## config.mk

```make
export PLATFORM = sky130hd
export DESIGN_NAME = fifo8x9_ctrl
export DESIGN_NICKNAME = d
export VERILOG_FILES = /design/src/rtl/fifo8x9_ctrl.sv
export SDC_FILE = /design/constraint.sdc
export NUM_CORES = 1
export LEC_CHECK = 0
export CORE_AREA = 2 2 71 73
export CTS_CLUSTER_DIAMETER = 120
export DETAILED_ROUTE_END_ITERATION = 8
export DIE_AREA = 0 0 73 75
export GPL_ROUTABILITY_DRIVEN = 0
export PLACE_DENSITY = 0.62
export SLEW_MARGIN = 20
export SYNTH_ARGS = -nofsm -noshare
export SYNTH_HDL_FRONTEND = slang
export SYNTH_SLANG_ARGS = --single-unit
```

## constraint.sdc

```tcl
create_clock -name clk -period 3.2 [get_ports clk]
set_input_delay 0.8 -clock clk [delete_from_list [all_inputs] [get_ports clk]]
set_output_delay 0.8 -clock clk [all_outputs]
set_load 0.02 [all_outputs]
```

## src/rtl/fifo8x9_ctrl.sv

```systemverilog
// Driver-side controller for the 8x9 pointer FIFO storage: valid/ready ports,
// occupancy tracking, pointer wrap by clear. Optional FIFO8X9_CTRL_ALMOST_FULL_EN.
module fifo8x9_ctrl #(
  parameter int DEPTH    = 8,
  parameter int DW       = 9,
  parameter int AF_LEVEL = 6
) (
  input  logic                      clk,
  input  logic                      rst,
  input  logic                      flush,
  input  logic                      s_valid,
  output logic                      s_ready,
  input  logic [DW-1:0]             s_data,
  output logic                      m_valid,
  input  logic                      m_ready,
  output logic [DW-1:0]             m_data,
  output logic                      fifo_wren,
  output logic                      fifo_wrinc,
  output logic                      fifo_wrptrclr,
  output logic [DW-1:0]             fifo_din,
  output logic                      fifo_rden,
  output logic                      fifo_rdinc,
  output logic                      fifo_rdptrclr,
  input  logic [DW-1:0]             fifo_dout,
  output logic [$clog2(DEPTH):0]    count,
  output logic                      full,
  output logic                      empty,
  output logic                      almost_full
);
  localparam int PW = $clog2(DEPTH);
  localparam int CW = PW + 1;

  localparam logic [1:0] S_INIT  = 2'd0;
  localparam logic [1:0] S_EMPTY = 2'd1;
  localparam logic [1:0] S_FETCH = 2'd2;
  localparam logic [1:0] S_HOLD  = 2'd3;

  generate
    if (DEPTH != (1 << PW) || AF_LEVEL > DEPTH) begin : g_bad_cfg
      $error("fifo8x9_ctrl: DEPTH must be a power of 2 and AF_LEVEL <= DEPTH");
    end
  endgenerate

  logic [1:0]    state_q, state_d;
  logic [CW-1:0] count_q, count_d;
  logic [PW-1:0] wr_idx_q, wr_idx_d, rd_idx_q, rd_idx_d;
  logic          m_valid_q, m_valid_d;
  logic [DW-1:0] m_data_q, m_data_d;
  logic          flush_eff, in_init, wr_acc, rd_iss, wr_last, rd_last;

  // Control pins stay quiet while reset is held, even though state reads INIT.
  assign flush_eff = flush && rst;
  assign in_init   = (state_q == S_INIT) && rst;

  assign full    = (count_q == CW'(DEPTH));
  assign empty   = (count_q == '0);
  assign count   = count_q;
  assign s_ready = !full && (state_q != S_INIT) && !flush;
  assign wr_acc  = s_valid && s_ready;
  assign rd_iss  = !flush_eff && !empty &&
                   ((state_q == S_EMPTY) || ((state_q == S_HOLD) && m_ready));
  assign wr_last = (wr_idx_q == PW'(DEPTH - 1));
  assign rd_last = (rd_idx_q == PW'(DEPTH - 1));

  assign fifo_din      = s_data;
  assign fifo_wren     = wr_acc;
  assign fifo_wrinc    = wr_acc && !wr_last;
  assign fifo_wrptrclr = in_init || flush_eff || (wr_acc && wr_last);
  assign fifo_rden     = rd_iss;
  assign fifo_rdinc    = rd_iss && !rd_last;
  assign fifo_rdptrclr = in_init || flush_eff || (rd_iss && rd_last);

  assign m_valid = m_valid_q;
  assign m_data  = m_data_q;

`ifdef FIFO8X9_CTRL_ALMOST_FULL_EN
  assign almost_full = (count_q >= CW'(AF_LEVEL));
`else
  assign almost_full = 1'b0;
`endif

  always_comb begin
    state_d   = state_q;
    m_valid_d = m_valid_q;
    m_data_d  = m_data_q;
    count_d   = count_q + CW'(wr_acc) - CW'(rd_iss);
    wr_idx_d  = wr_acc ? (wr_last ? '0 : wr_idx_q + PW'(1)) : wr_idx_q;
    rd_idx_d  = rd_iss ? (rd_last ? '0 : rd_idx_q + PW'(1)) : rd_idx_q;
    case (state_q)
      S_INIT:  state_d = S_EMPTY;
      S_EMPTY: if (rd_iss) state_d = S_FETCH;
      S_FETCH: begin
        state_d   = S_HOLD;
        m_valid_d = 1'b1;
        m_data_d  = fifo_dout;
      end
      default: if (m_ready) begin
        m_valid_d = 1'b0;
        state_d   = rd_iss ? S_FETCH : S_EMPTY;
      end
    endcase
    // Flush drops everything, including a word still in flight from storage.
    if (flush) begin
      state_d   = S_EMPTY;
      m_valid_d = 1'b0;
      count_d   = '0;
      wr_idx_d  = '0;
      rd_idx_d  = '0;
    end
  end

  always_ff @(posedge clk or negedge rst) begin
    if (!rst) begin
      state_q   <= S_INIT;
      count_q   <= '0;
      wr_idx_q  <= '0;
      rd_idx_q  <= '0;
      m_valid_q <= 1'b0;
      m_data_q  <= '0;
    end else begin
      state_q   <= state_d;
      count_q   <= count_d;
      wr_idx_q  <= wr_idx_d;
      rd_idx_q  <= rd_idx_d;
      m_valid_q <= m_valid_d;
      m_data_q  <= m_data_d;
    end
  end
endmodule

```

# Word level (Yosys, flattened, before mapping)
# Cells that the tools add are included.
[op_classes]
add_sub_neg = 4
eq_ne = 8
muxes = 15
n_reduce_logical = 32
[op_table]
columns = ["operator", "count"]
rows = [
  ["$mux W3", 6],
  ["$logic_and A1 B1 Y1", 12],
  ["$mux W2", 4],
  ["$add A3 B1 Y3 const B", 2],
  ["$eq A3 B3 Y1 const B", 2],
  ["$logic_not A1 Y1", 6],
  ["$pmux W2 S3", 1],
  ["$reduce_bool A2 Y1", 3],
  ["$reduce_bool A5 Y1", 1],
  ["$add A4 B1 Y4", 1],
  ["$eq A2 B2 Y1 const B", 2],
  ["$eq A4 B4 Y1 const B", 1],
  ["$logic_not A4 Y1", 1],
  ["$logic_or A1 B1 Y1", 4],
  ["$mux W4", 1],
  ["$reduce_and A2 Y1", 2],
  ["$sub A4 B1 Y4", 1],
  ["$ne A3 B3 Y1 const B", 1],
  ["$reduce_bool A3 Y1", 1],
  ["$eq A2 B1 Y1 const B", 1],
  ["$logic_not A2 Y1", 1],
  ["$mux W1", 2],
  ["$ne A2 B1 Y1 const B", 1],
  ["$pmux W1 S2", 1],
  ["$reduce_or A2 Y1", 1],
]
[totals]
register_bits = 22
elab_cells = 65

# Depth between registers and ports, before layout
[logic_depth]
depth_word = 8
mapped_depth = 11

# Least setup slack after synthesis
# No wires, ideal clock.
[synth_path]
path_kind = "register to output"
start = "reg count_q[2] (netlist: count[2])"
end = "out fifo_wrptrclr"
t_arrival_ns = 2.066
required_time_ns = 2.400
path_slack_ns = 0.334
path_stages_with_launch = 7
path_cell_list = "dfrtp_1 -> inv_1 -> ha_1 -> nor3b_1 -> or4b_4 -> buf_6 -> o21ai_0"
[synth_between]
elab_chain_cells = 7
[synth_rtl]
columns = ["element", "line", "text"]
rows = [
  ["start, declared", "45", "logic [CW-1:0] count_q, count_d;"],
  ["start signal, assigned", "122", "count_q <= count_d;"],
  ["$eq A4 B4 Y1", "55", "assign full = (count_q == CW'(DEPTH));"],
  ["net full", "26", "output logic full,"],
  ["$logic_not A1 Y1", "58", "assign s_ready = !full && (state_q != S_INIT) && !flush;"],
  ["$logic_and A1 B1 Y1 (2 in series)", "58", ""],
  ["$logic_and A1 B1 Y1", "59", "assign wr_acc = s_valid && s_ready;"],
  ["$logic_and A1 B1 Y1", "68", "assign fifo_wrptrclr = in_init || flush_eff || (wr_acc && wr_last);"],
  ["$logic_or A1 B1 Y1", "68", ""],
  ["end, declared", "19", "output logic fifo_wrptrclr,"],
]
# The timed path passes the listed nets, and every way through them passes these cells.

# Final worst setup path
[layout_path]
start = "in flush"
end = "out fifo_wrptrclr"
[layout_between]
elab_chain_cells = 5
word_cells_on_any_way = 7
cone_classes = "reduce/logical (7)"
[layout_rtl]
columns = ["element", "line", "text"]
rows = [
  ["start, declared", "10", "input logic flush,"],
  ["$logic_not A1 Y1", "58", ""],
  ["$logic_and A1 B1 Y1", "58", ""],
  ["$logic_and A1 B1 Y1", "59", ""],
  ["$logic_and A1 B1 Y1", "68", ""],
  ["$logic_or A1 B1 Y1 (*)", "68", ""],
]
# Every way passes the cells marked *; elsewhere a longest branch is shown, timed or not.

==> results by group <==
Outcome
  – Status: complete, no violations

Timing
  – Tightest Pin Transition: 0.512 ns
  – Slew Limit Fails: 0
  – Tmin final: 3.10 ns
  – Fin Setup TNS: 0 ns
  – Max Fclk: 323 MHz
  – Final period util: 96.8%
  – Final Hold Fails: 0
  – Final WS setup: 0.103 ns
  – Fin Hold WS: 0.510 ns
  – RSZ-0062 raised after global routing: false
  – Final setup skew: 0.00737 ns
  – Final setup fails: 0
  – Rel. slew slack: 65.9%

Finish
  – ANT cells: 0
  – # fillers: 461
  – Layout area overhead: 34.4%
  – Final Util: 39.7%
  – Most frequent cells in the layout: 29 x clkdlybuf4s50_1, 22 x dfrtp_1, 15 x ha_1
  – Final nets: 204
  – Layout cells sized above 1: 18.9%
  – Commonest non-fill, non-tap cell in the layout: clkdlybuf4s50_1

CTS
  – Total CTS buffers: 3
  – Worst-path clk slew: 0.08 ns
  – CTS tree: yes
  – Root buffer cell: clkbuf_8
  – Bufs on Longest Clock Path: 2
  – Latest clock arrival within the worst-skew pair: 0.26 ns
  – Postcts setup bufs: 0
  – H-tree depth: 1
  – CTS Sinks: 22
  – CTS Hold Buffers Added: 0

Setup path
  – Family with the most delay on the worst path: buffers and inverters
  – Slowest CP cell: or4b_4
  – Maximum fanout along the worst path: 4
  – Worst setup EP type: primary output
  – Startpoint types: input port
  – Setup CP Type: in -> out
  – Bufs and invs on worst path: 2
  – Worst Path Arrival: 2.30 ns
  – Max stage delay on crit path: 0.56 ns
  – CP required: 2.40 ns
  – Worst-path cell chain: clkdlybuf4s50_1, or4b_4, o21ai_0, clkdlybuf4s15_1

Logic synthesis
  – Top_reg_cell synth: dfrtp_1
  – Distinct cells, synth: 33
  – Post-synth EDFFs: 0
  – Syn Nets: 166
  – Mapped Area: 1380 um2
  – #FFs+latches synth: 22
  – Syn Area/Cell: 10.8 um2
  – Register area share after synthesis: 40.0%
  – Synthesized instance count: 127
  – Synth warn: 0
  – Synth async-reset ratio: 100%

Routing
  – Final wirelength: 2960 um
  – First-iteration detailed-routing DRC count: 55
  – Via density: 4.82
  – # DRC: 0
  – First-pass DRT Iterations: 4
  – Post-detailed-route wirelength per cell: 13.6 um
  – Post-DRT Antenna Nets: 0
  – Routed vias: 1050

Global route
  – GR Util All Layers: 11.4%
  – First-pass GRT wire length: 4910 um
  – Pin count of the biggest net entering global routing: 18
  – GRT overflow: 0
  – Vias in the first global route: 1088
  – Initial antenna violation count: 0

Power and ir drop
  – Power consumption: 1.69 mW
  – Pint: 1.03 mW
  – Flop pwr share: 27.1%
  – Clk pwr share: 15.2%
  – Leak: 0.899 nW
  – Sw Pwr: 0.652 mW
  – Power per Cell Area: 912 nW/um2
  – Peak VDD IR: 370 uV
  – Combinational fraction of design power: 57.7%
  – Sw frac: 38.7%

Floorplanning
  – I/O pins: 56
  – Full die area: 5480 um2
  – Area of the core: 4660 um2
  – Starting Density: 29.5%
  – Placement Rows: 25
  – Height of the die: 75 um
  – Die X: 73 um

Flow run
  – Max cap viols: 0

Place
  – Dpl ws: -0.212 ns
  – Port bufs: 36
  – Post-DP HPWL: 2380 um

Worst hold path
  – Hold Path Class: reg -> reg
## what timing repair did
item | CTS | global route
endpoints found under the hold margin | 0 | 0
gates resized for setup | 6 | 2
cloned | 0 | 0
setup endpoints to repair | 6 | 2
## worst paths after layout
path | startpoint | endpoint | slack, ns | cells after the start
setup / recovery | flush | fifo_wrptrclr | 0.10 | 4
hold / removal | m_data[6] | m_data[6] | 0.51 | 1
setup reg to reg | count[2] | count[3] | 0.49 | 12
hold reg to reg | m_data[6] | m_data[6] | 0.51 | 1
max in group asynchronous | rst | m_valid | 1.92 | 3
min in group asynchronous | rst | m_data[6] | 0.98 | 2
## registers in the layout (all words and copies together) (netlist names)
register	cells
m_data	9
wr_idx_q	3
m_valid	1
state_q	2
count	4
rd_idx_q	3
## Yosys cell counts, types with 2 or more instances
master | count | area share (%)
mux2_4 | 3 | 3.3
dfrtp_1 | 22 | 40
buf_6 | 2 | 1.6
clkbuf_1 | 2 | 0.55
a211oi_1 | 2 | 1.1
inv_1 | 12 | 3.3
o21ai_0 | 6 | 2.2
and2b_1 | 5 | 2.7
a21o_1 | 2 | 1.1
nor2_1 | 6 | 1.6
a21oi_1 | 8 | 2.9
nand2_1 | 2 | 0.55
buf_4 | 10 | 5.5
nand3_1 | 3 | 1.1
ha_1 | 15 | 14
mux2_2 | 10 | 8.2
## routing by layer
metal	up-vias	GRT usage, %	routed length (um)
li1	497	-	-
met4	0	3.70	21
met1	521	14.7	1300
met2	30	19.1	1540
met5	-	0	0
met3	2	2.41	103
## area by class of cell
type / count / area (um2) / share of cell area (%)
multi-input combinational: 78 / 672 / 36.3
sequential: 22 / 551 / 29.8
clock inverter: 1 / 30.0 / 1.62
timing repair buffer: 47 / 439 / 23.7
clock buffer: 3 / 41.3 / 2.23
inverter: 13 / 48.8 / 2.64
tap: 54 / 67.6 / 3.65
## logic make-up after synthesis
logic type	count (synthesis)	synth area share, %
multiplexers	13	11.5
other	1	0.272
AO/OA/AOI/OAI	24	11.4
AND/OR/NAND/NOR	23	10.0
flip-flops	22	40.0
XOR/XNOR	1	0.636
buffers and inverters	27	11.2
adder cells (fa/ha/maj)	16	15.1
## power by group through the flow
stage	sequential, mW	combinational, mW	clock (mW)
final	0.457	0.972	0.257
after global routing	0.476	1.07	0.271
after CTS	0.458	0.986	0.264
after detailed placement	0.463	1.00	0
after global placement	0.458	0.968	0
after floorplan	0.547	0.533	0
## per-stage QoR
stage | std cells | cell area (um2)
finish | 218 | 1850
global route | 218 | 1850
CTS | 218 | 1850
detailed placement | 214 | 1780
global placement | 214 | 1780
floorplan | 127 | 1380
No activity file was read; power rests on OpenSTA's default activity.
